==> src/rtl/matrix_host_ctrl_if.sv <==
// Host-side channel bundle for matrix_host_ctrl: command, input byte stream, result byte stream.
// master = host/bridge side, slave = controller side.
// Signals: cmd_valid/cmd_ready/cmd_opcode/cmd_scalar/cmd_size, in_valid/in_ready/in_data,
//          out_valid/out_ready/out_data/out_last/out_ovf.
interface matrix_host_ctrl_if #(
  parameter int ELEM_W = 8
);
  logic              cmd_valid;
  logic              cmd_ready;
  logic [2:0]        cmd_opcode;
  logic [7:0]        cmd_scalar;
  logic [2:0]        cmd_size;

  logic              in_valid;
  logic              in_ready;
  logic [ELEM_W-1:0] in_data;

  logic              out_valid;
  logic              out_ready;
  logic [ELEM_W-1:0] out_data;
  logic              out_last;
  logic              out_ovf;

  modport master (
    output cmd_valid, cmd_opcode, cmd_scalar, cmd_size,
    input  cmd_ready,
    output in_valid, in_data,
    input  in_ready,
    input  out_valid, out_data, out_last, out_ovf,
    output out_ready
  );

  modport slave (
    input  cmd_valid, cmd_opcode, cmd_scalar, cmd_size,
    output cmd_ready,
    input  in_valid, in_data,
    output in_ready,
    output out_valid, out_data, out_last, out_ovf,
    input  out_ready
  );
endinterface

==> src/rtl/matrix_host_ctrl.sv <==
// Purpose: host-side initiator for the matrix ALU; loads A (and B), fires the ALU, drains C byte-wise.
// Latency: cmd->LOAD_A 1 cycle, last input byte->EXEC 1, EXEC->WAIT 1, done->first out_valid 1.
// Backpressure: in_ready only in LOAD states; out_data held stable while out_ready is low.
// Ports: clock/reset_n (sync active-low); host (slave modport: cmd/in/out channels);
//        busy, err (one-cycle abort pulse); A_flat/B_flat/f/opcode to ALU; C_flat/overflow_flag/done from ALU.
// Optional: define MATRIX_HOST_TIMEOUT_EN to abort WAIT after TIMEOUT cycles without done.
module matrix_host_ctrl #(
  parameter int ELEM_W  = 8,
  parameter int DIM     = 5,
  parameter int TIMEOUT = 64
) (
  input  logic                      clock,
  input  logic                      reset_n,
  matrix_host_ctrl_if.slave         host,
  output logic                      busy,
  output logic                      err,
  output logic [DIM*DIM*ELEM_W-1:0] A_flat,
  output logic [DIM*DIM*ELEM_W-1:0] B_flat,
  output logic [7:0]                f,
  output logic [2:0]                opcode,
  input  logic [DIM*DIM*ELEM_W-1:0] C_flat,
  input  logic                      overflow_flag,
  input  logic                      done
);

  localparam int FW = DIM * DIM * ELEM_W;
  localparam int IW = $clog2(FW);

  localparam logic [2:0] OP_NONE   = 3'b000;
  localparam logic [2:0] OP_SCALAR = 3'b110;
  localparam logic [2:0] OP_DET    = 3'b111;

  typedef enum logic [2:0] {
    S_IDLE,
    S_LOAD_A,
    S_LOAD_B,
    S_EXEC,
    S_WAIT,
    S_DRAIN
  } state_t;

  state_t        state, state_nxt;
  logic [2:0]    op_q;
  logic [7:0]    scalar_q;
  logic [2:0]    n_q;
  logic [2:0]    row, col;
  logic [2:0]    row_adv, col_adv;
  logic [FW-1:0] c_q;
  logic          ovf_q;
  logic          err_q;

  logic          cmd_fire, in_fire, out_fire;
  logic          at_end, out_end, is_binary, tmo_hit;
  logic [2:0]    n_cmd, n_last;
  logic [IW-1:0] base;

  // Handshakes are decoded from state directly so they never depend on the
  // ready outputs produced in the combinational process below.
  assign cmd_fire  = host.cmd_valid && (state == S_IDLE);
  assign in_fire   = host.in_valid && ((state == S_LOAD_A) || (state == S_LOAD_B));
  assign out_fire  = host.out_ready && (state == S_DRAIN);

  // Sizes outside 1..DIM fall back to the full matrix.
  assign n_cmd     = ((host.cmd_size == 3'd0) || (int'(host.cmd_size) > DIM)) ? 3'(DIM) : host.cmd_size;
  assign n_last    = n_q - 3'd1;
  assign is_binary = (op_q == 3'b001) || (op_q == 3'b010) || (op_q == 3'b011);
  assign at_end    = (row == n_last) && (col == n_last);
  // Determinant results are a single element, so the first byte is also the last.
  assign out_end   = (op_q == OP_DET) || at_end;
  assign base      = IW'((int'(row) * DIM + int'(col)) * ELEM_W);

  // Row-major walk over the active n x n window; wraps to (0,0) after the last element.
  always_comb begin
    row_adv = row;
    col_adv = col + 3'd1;
    if (at_end) begin
      row_adv = 3'd0;
      col_adv = 3'd0;
    end else if (col == n_last) begin
      row_adv = row + 3'd1;
      col_adv = 3'd0;
    end
  end

`ifdef MATRIX_HOST_TIMEOUT_EN
  localparam int TW = $clog2(TIMEOUT + 1);
  logic [TW-1:0] tmo_cnt;
  assign tmo_hit = (state == S_WAIT) && (tmo_cnt == TW'(TIMEOUT - 1));
`else
  assign tmo_hit = 1'b0;
`endif

  always_comb begin
    state_nxt      = state;
    host.cmd_ready = 1'b0;
    host.in_ready  = 1'b0;
    host.out_valid = 1'b0;
    host.out_data  = '0;
    host.out_last  = 1'b0;
    host.out_ovf   = 1'b0;
    busy           = (state != S_IDLE);
    opcode         = OP_NONE;
    f              = 8'd0;
    err            = err_q;

    case (state)
      S_IDLE: begin
        host.cmd_ready = 1'b1;
        if (cmd_fire && (host.cmd_opcode != OP_NONE)) state_nxt = S_LOAD_A;
      end
      S_LOAD_A: begin
        host.in_ready = 1'b1;
        if (in_fire && at_end) state_nxt = is_binary ? S_LOAD_B : S_EXEC;
      end
      S_LOAD_B: begin
        host.in_ready = 1'b1;
        if (in_fire && at_end) state_nxt = S_EXEC;
      end
      S_EXEC: begin
        opcode    = op_q;
        f         = (op_q == OP_SCALAR) ? scalar_q : 8'd0;
        state_nxt = S_WAIT;
      end
      S_WAIT: begin
        opcode = op_q;
        f      = (op_q == OP_SCALAR) ? scalar_q : 8'd0;
        if (done)         state_nxt = S_DRAIN;
        else if (tmo_hit) state_nxt = S_IDLE;
      end
      S_DRAIN: begin
        host.out_valid = 1'b1;
        host.out_data  = c_q[base +: ELEM_W];
        host.out_last  = out_end;
        host.out_ovf   = ovf_q;
        if (out_fire && out_end) state_nxt = S_IDLE;
      end
      default: state_nxt = S_IDLE;
    endcase
  end

  always_ff @(posedge clock) begin
    if (!reset_n) begin
      state    <= S_IDLE;
      op_q     <= OP_NONE;
      scalar_q <= 8'd0;
      n_q      <= 3'd0;
      row      <= 3'd0;
      col      <= 3'd0;
      A_flat   <= '0;
      B_flat   <= '0;
      c_q      <= '0;
      ovf_q    <= 1'b0;
      err_q    <= 1'b0;
`ifdef MATRIX_HOST_TIMEOUT_EN
      tmo_cnt  <= '0;
`endif
    end else begin
      state <= state_nxt;
      err_q <= 1'b0;
      case (state)
        S_IDLE: begin
          if (cmd_fire) begin
            op_q     <= host.cmd_opcode;
            scalar_q <= host.cmd_scalar;
            n_q      <= n_cmd;
            row      <= 3'd0;
            col      <= 3'd0;
            A_flat   <= '0;
            B_flat   <= '0;
            ovf_q    <= 1'b0;
            if (host.cmd_opcode == OP_NONE) err_q <= 1'b1;
          end
        end
        S_LOAD_A, S_LOAD_B: begin
          if (in_fire) begin
            if (state == S_LOAD_A) A_flat[base +: ELEM_W] <= host.in_data;
            else                   B_flat[base +: ELEM_W] <= host.in_data;
            row <= row_adv;
            col <= col_adv;
          end
        end
`ifdef MATRIX_HOST_TIMEOUT_EN
        S_EXEC: tmo_cnt <= '0;
`endif
        S_WAIT: begin
          if (done) begin
            c_q   <= C_flat;
            ovf_q <= overflow_flag;
          end else if (tmo_hit) begin
            err_q <= 1'b1;
          end
`ifdef MATRIX_HOST_TIMEOUT_EN
          tmo_cnt <= tmo_cnt + 1'b1;
`endif
        end
        S_DRAIN: begin
          if (out_fire) begin
            if (out_end) begin
              row <= 3'd0;
              col <= 3'd0;
            end else begin
              row <= row_adv;
              col <= col_adv;
            end
          end
        end
        default: ;
      endcase
    end
  end

endmodule
==> src/flat_wrapper.sv <==
// flat-port wrapper written by rule: the top's interface ports become plain ports
module matrix_host_ctrl_flat 
#(
  parameter int ELEM_W  = 8,
  parameter int DIM     = 5,
  parameter int TIMEOUT = 64
)
  (clock, reset_n, busy, err, A_flat, B_flat, f, opcode, C_flat, overflow_flag, done, host_cmd_valid, host_cmd_opcode, host_cmd_scalar, host_cmd_size, host_cmd_ready, host_in_valid, host_in_data, host_in_ready, host_out_valid, host_out_data, host_out_last, host_out_ovf, host_out_ready);
  matrix_host_ctrl_if #(.ELEM_W(ELEM_W)) host_i ();
  input  logic clock;
  input  logic reset_n;
  output logic busy;
  output logic err;
  output logic [DIM*DIM*ELEM_W-1:0] A_flat;
  output logic [DIM*DIM*ELEM_W-1:0] B_flat;
  output logic [7:0] f;
  output logic [2:0] opcode;
  input  logic [DIM*DIM*ELEM_W-1:0] C_flat;
  input  logic overflow_flag;
  input  logic done;
  input wire logic [$bits(host_i.cmd_valid)-1:0] host_cmd_valid;
  input wire logic [$bits(host_i.cmd_opcode)-1:0] host_cmd_opcode;
  input wire logic [$bits(host_i.cmd_scalar)-1:0] host_cmd_scalar;
  input wire logic [$bits(host_i.cmd_size)-1:0] host_cmd_size;
  output wire logic [$bits(host_i.cmd_ready)-1:0] host_cmd_ready;
  input wire logic [$bits(host_i.in_valid)-1:0] host_in_valid;
  input wire logic [$bits(host_i.in_data)-1:0] host_in_data;
  output wire logic [$bits(host_i.in_ready)-1:0] host_in_ready;
  output wire logic [$bits(host_i.out_valid)-1:0] host_out_valid;
  output wire logic [$bits(host_i.out_data)-1:0] host_out_data;
  output wire logic [$bits(host_i.out_last)-1:0] host_out_last;
  output wire logic [$bits(host_i.out_ovf)-1:0] host_out_ovf;
  input wire logic [$bits(host_i.out_ready)-1:0] host_out_ready;
  assign host_i.cmd_valid = host_cmd_valid;
  assign host_i.cmd_opcode = host_cmd_opcode;
  assign host_i.cmd_scalar = host_cmd_scalar;
  assign host_i.cmd_size = host_cmd_size;
  assign host_cmd_ready = host_i.cmd_ready;
  assign host_i.in_valid = host_in_valid;
  assign host_i.in_data = host_in_data;
  assign host_in_ready = host_i.in_ready;
  assign host_out_valid = host_i.out_valid;
  assign host_out_data = host_i.out_data;
  assign host_out_last = host_i.out_last;
  assign host_out_ovf = host_i.out_ovf;
  assign host_i.out_ready = host_out_ready;
  matrix_host_ctrl #(.ELEM_W(ELEM_W), .DIM(DIM), .TIMEOUT(TIMEOUT)) u_core (.clock(clock), .reset_n(reset_n), .host(host_i), .busy(busy), .err(err), .A_flat(A_flat), .B_flat(B_flat), .f(f), .opcode(opcode), .C_flat(C_flat), .overflow_flag(overflow_flag), .done(done));
endmodule
==> config.mk <==
export PLATFORM = sky130hd
export DESIGN_NAME = matrix_host_ctrl_flat
export DESIGN_NICKNAME = d
export VERILOG_FILES = /design/src/rtl/matrix_host_ctrl_if.sv /design/src/rtl/matrix_host_ctrl.sv /design/src/flat_wrapper.sv
export SDC_FILE = /design/constraint.sdc
export NUM_CORES = 1
export LEC_CHECK = 0
export CAP_MARGIN = 20
export CORE_AREA = 2 2 253 255
export DETAILED_ROUTE_END_ITERATION = 8
export DIE_AREA = 0 0 255 257
export DONT_BUFFER_PORTS = 1
export SLEW_MARGIN = 20
export SYNTH_ARGS = -nofsm -noshare
export SYNTH_HDL_FRONTEND = slang
export SYNTH_SLANG_ARGS = --single-unit
==> constraint.sdc <==
create_clock -name clock -period 8.4 [get_ports clock]
set_clock_uncertainty 0.2 [all_clocks]
set_input_delay 0.84 -clock clock [delete_from_list [all_inputs] [get_ports clock]]
set_output_delay 0.84 -clock clock [all_outputs]
set_load 0.05 [all_outputs]
==> metrics.txt <==
status finished, violations left; failing checks max-slew violations; die height ~260 µm; synth top area cells dfxtp_1, nand2_1, a21boi_0, mux4_2, o2bb2ai_1; die footprint 0.06554 mm²; worst rel slew slack -4.296%; final wirelength 89.47 mm; Peak VDD IR between 0.00015 and 0.0002 V; largest net degree at the start of global routing between 300 and 400; DRC 0; final hold slack ~160 ps; Worst Setup EP host_out_data[7]; Pleak between 0.008 and 0.009 µW; Post-CTS Setup Bufs 0; ys async rst share 0%; I/O Buffers 0; Antenna Violating Nets Remaining 0; f_max 179.5 MHz; detailed router's first-iteration violation count about 1,700; routed len/inst between 20 and 30 µm; CTS tree built; first-pass GRT wire length approximately 130 mm; crit path cell chain ha_1 -> ha_1 -> ha_1 -> a21oi_1 -> a21oi_2 -> nor2_2 -> nor2_1 -> nor3_2; sequential fraction of the synthesis area 50.67%; CTS Hold Bufs 0; min Tclk post-route 5571 ps; Tightest Pin Transition around 1600 ps; unique cell type count in the Yosys netlist 68; Vias approximately 20,000; unrepaired setup endpoints after global routing false; initial antenna violation count 5; layout cell share with drive strength beyond 1 under 10%; post-CTS resize count 0; Synth Area in XOR/XNOR less than 1%; cell taking the most area after synthesis dfxtp_1; Slew Limit Fails 75; Core Area between 0.06 and 0.07 mm²; Initial Util 39.36%; main combinational cell family by area after synthesis compound AO/OA/AOI/OAI gates; clock slew at reported path FFs roughly 60 ps; Post-Route Setup TNS 0 ps; reg-to-reg setup timing slack about 3200 ps; Critical Path RT approximately 7400 ps; post-synthesis register bit count about 630; post-synthesis compound-gate area fraction a little under a quarter; drt first pass iters 5; latest clock arrival within the worst-skew pair around 600 ps; FF-to-FF path depth 11; Cells after Synth about 2,600; crit path launch u_core.row[2]; Final Net Count 2,745; placed instance count around 3,300; Cell Rows slightly above 90; crit end category output port; simple logic cell fraction of the synthesized area 16.30%; Post-synth EDFFs 0; PwrDens approximately 240 mW/mm²; CTS sink count between 600 and 700; RR Endpoint u_core.B_flat[103]; Via-to-Cell Ratio about 6; slowest CP cell nor2_2; Total GRT Usage 26.34%; post-synthesis mux area share 5.279%; Synth warnings 0; dominant synthesized flop cell dfxtp_1; Hold Vio Cnt, Final 0; CP delay by family, top simple AND/OR/NAND/NOR gates; final setup fails 0; Synth top area share approximately half; Tcrit/Tclk final ~66%; I/O Pins roughly 660; fin cells between 3,000 and 4,000; Post-Synthesis Cell Area 0.02469 mm²; synthesized-area fraction occupied by adder cells less than 1%; total gr overflow 0; Worst Hold Class in -> reg; CTS buffer count 70; Layout area overhead 11.85%; critical path depth 8; crit-path max FO 16; max incr delay on CP between 800 and 900 ps; Synth Net Count 2,849; gp weighted congestion between 0.8 and 0.9; Fillers 6,012; root buffer cell clkbuf_16; Die X 255 µm; most used cell, CP ha_1; H-tree Lvls 3; worst r2r src u_core.row[1]; Core Util, Final between 40 and 50%; Max-Cap Viols 0; syn_area_per_cell around 9.5 µm²; Buf+Inv Stages, Crit Path 0; DP HPWL roughly 64 mm; Clock Tree Buf Depth 3; area post-placement between 0.02 and 0.03 mm²; vias in the first global route a little under 20,000; Design Area, Final ~0.028 mm²; Worst Setup Start Kind flip-flop; Crit path arrival time about 4500 ps; Crit Path Class reg -> out
how the worst min path moves through the flow:
stage,start,slack (ps),end,cells past startpoint
global placement,u_core.scalar_q[6],240,u_core.scalar_q[6],2
detailed placement,u_core.c_q[25],250,u_core.c_q[25],2
CTS,C_flat[194],120,u_core.c_q[194],2
global route,C_flat[195],140,u_core.c_q[195],2
floorplan,u_core.scalar_q[0],230,u_core.scalar_q[0],2
finish,C_flat[194],160,u_core.c_q[194],2
stage by stage:
stage	setup WS, ps	power (µW)
4_1_cts	2710	6536
3_3_place_gp	3396	3460
2_1_floorplan	3676	3358
5_1_grt	2494	6698
3_5_place_dp	3316	3471
6_report	2829	6496
Yosys cell counts, types with 50 or more instances:
cell type  number
mux4_2         56
nor2b_1        61
dfxtp_1       625
clkbuf_1      176
o21ai_0        50
a21boi_0      239
nand2_1       595
o2bb2ai_1     144
nor2_1         57
a21oi_1        91
a22o_1         80
nand3_1       107
cell families (layout without fill, tap and decap cells):
kind of cell | after synthesis | after routing
adder cells (fa/ha/maj) | 13 | 13
AO/OA/AOI/OAI | 766 | 766
buffers and inverters | 207 | 155
flip-flops | 625 | 625
other | 0 | 2
AND/OR/NAND/NOR | 923 | 923
multiplexers | 60 | 60
XOR/XNOR | 13 | 13
power by group:
part	internal (µW)	switching [µW]	total, µW
combinational	108	308	416
sequential	2980	21.2	3000
clock	1820	1260	3080
final cells by class:
class	instances	area, µm²	share of cell area [%]
flip-flops and latches	625	12510	45.30
multi-input cells	1775	11520	41.70
clock buffers	92	1967	7.121
well taps	846	1059	3.832
clock inverters	32	364.1	1.318
repair buffers	21	157.7	0.5708
inverters	10	37.54	0.1359
diodes	2	5.005	0.01812
per-layer routing:
layer  routed length (µm)  track usage (%)  vias up  share of wire (%)
met2                42910            44.15      917                 48
met1                33840            30.32     9735                 38
met4                 3721            11.84        4                4.2
met5                   26                0        -              0.029
li1                     -                -     9089                  -
met3                 8975            8.740      207                 10
registers in the layout, summed over array words and instances (netlist names), 3 cells and up:
name and count:
u_core.A_flat 200, u_core.state 3, u_core.col 3, u_core.c_q 200, u_core.op_q 3, u_core.row 3
u_core.n_q 3, u_core.B_flat 200, u_core.scalar_q 8
cell usage in the layout (no fill, tap or decap), drive strengths merged, types with 40 or more instances in the layout:
cell type	Yosys	routed
o2bb2ai	144	144
nor2b	61	61
nand3	107	107
nand2	595	595
a22o	80	80
o21ai	62	62
nor2	57	57
dfxtp	625	625
clkbuf	176	92
mux4	56	56
a21boi	263	263
a21oi	93	93
a22oi	40	40
(Power assumes the default switching activity.)
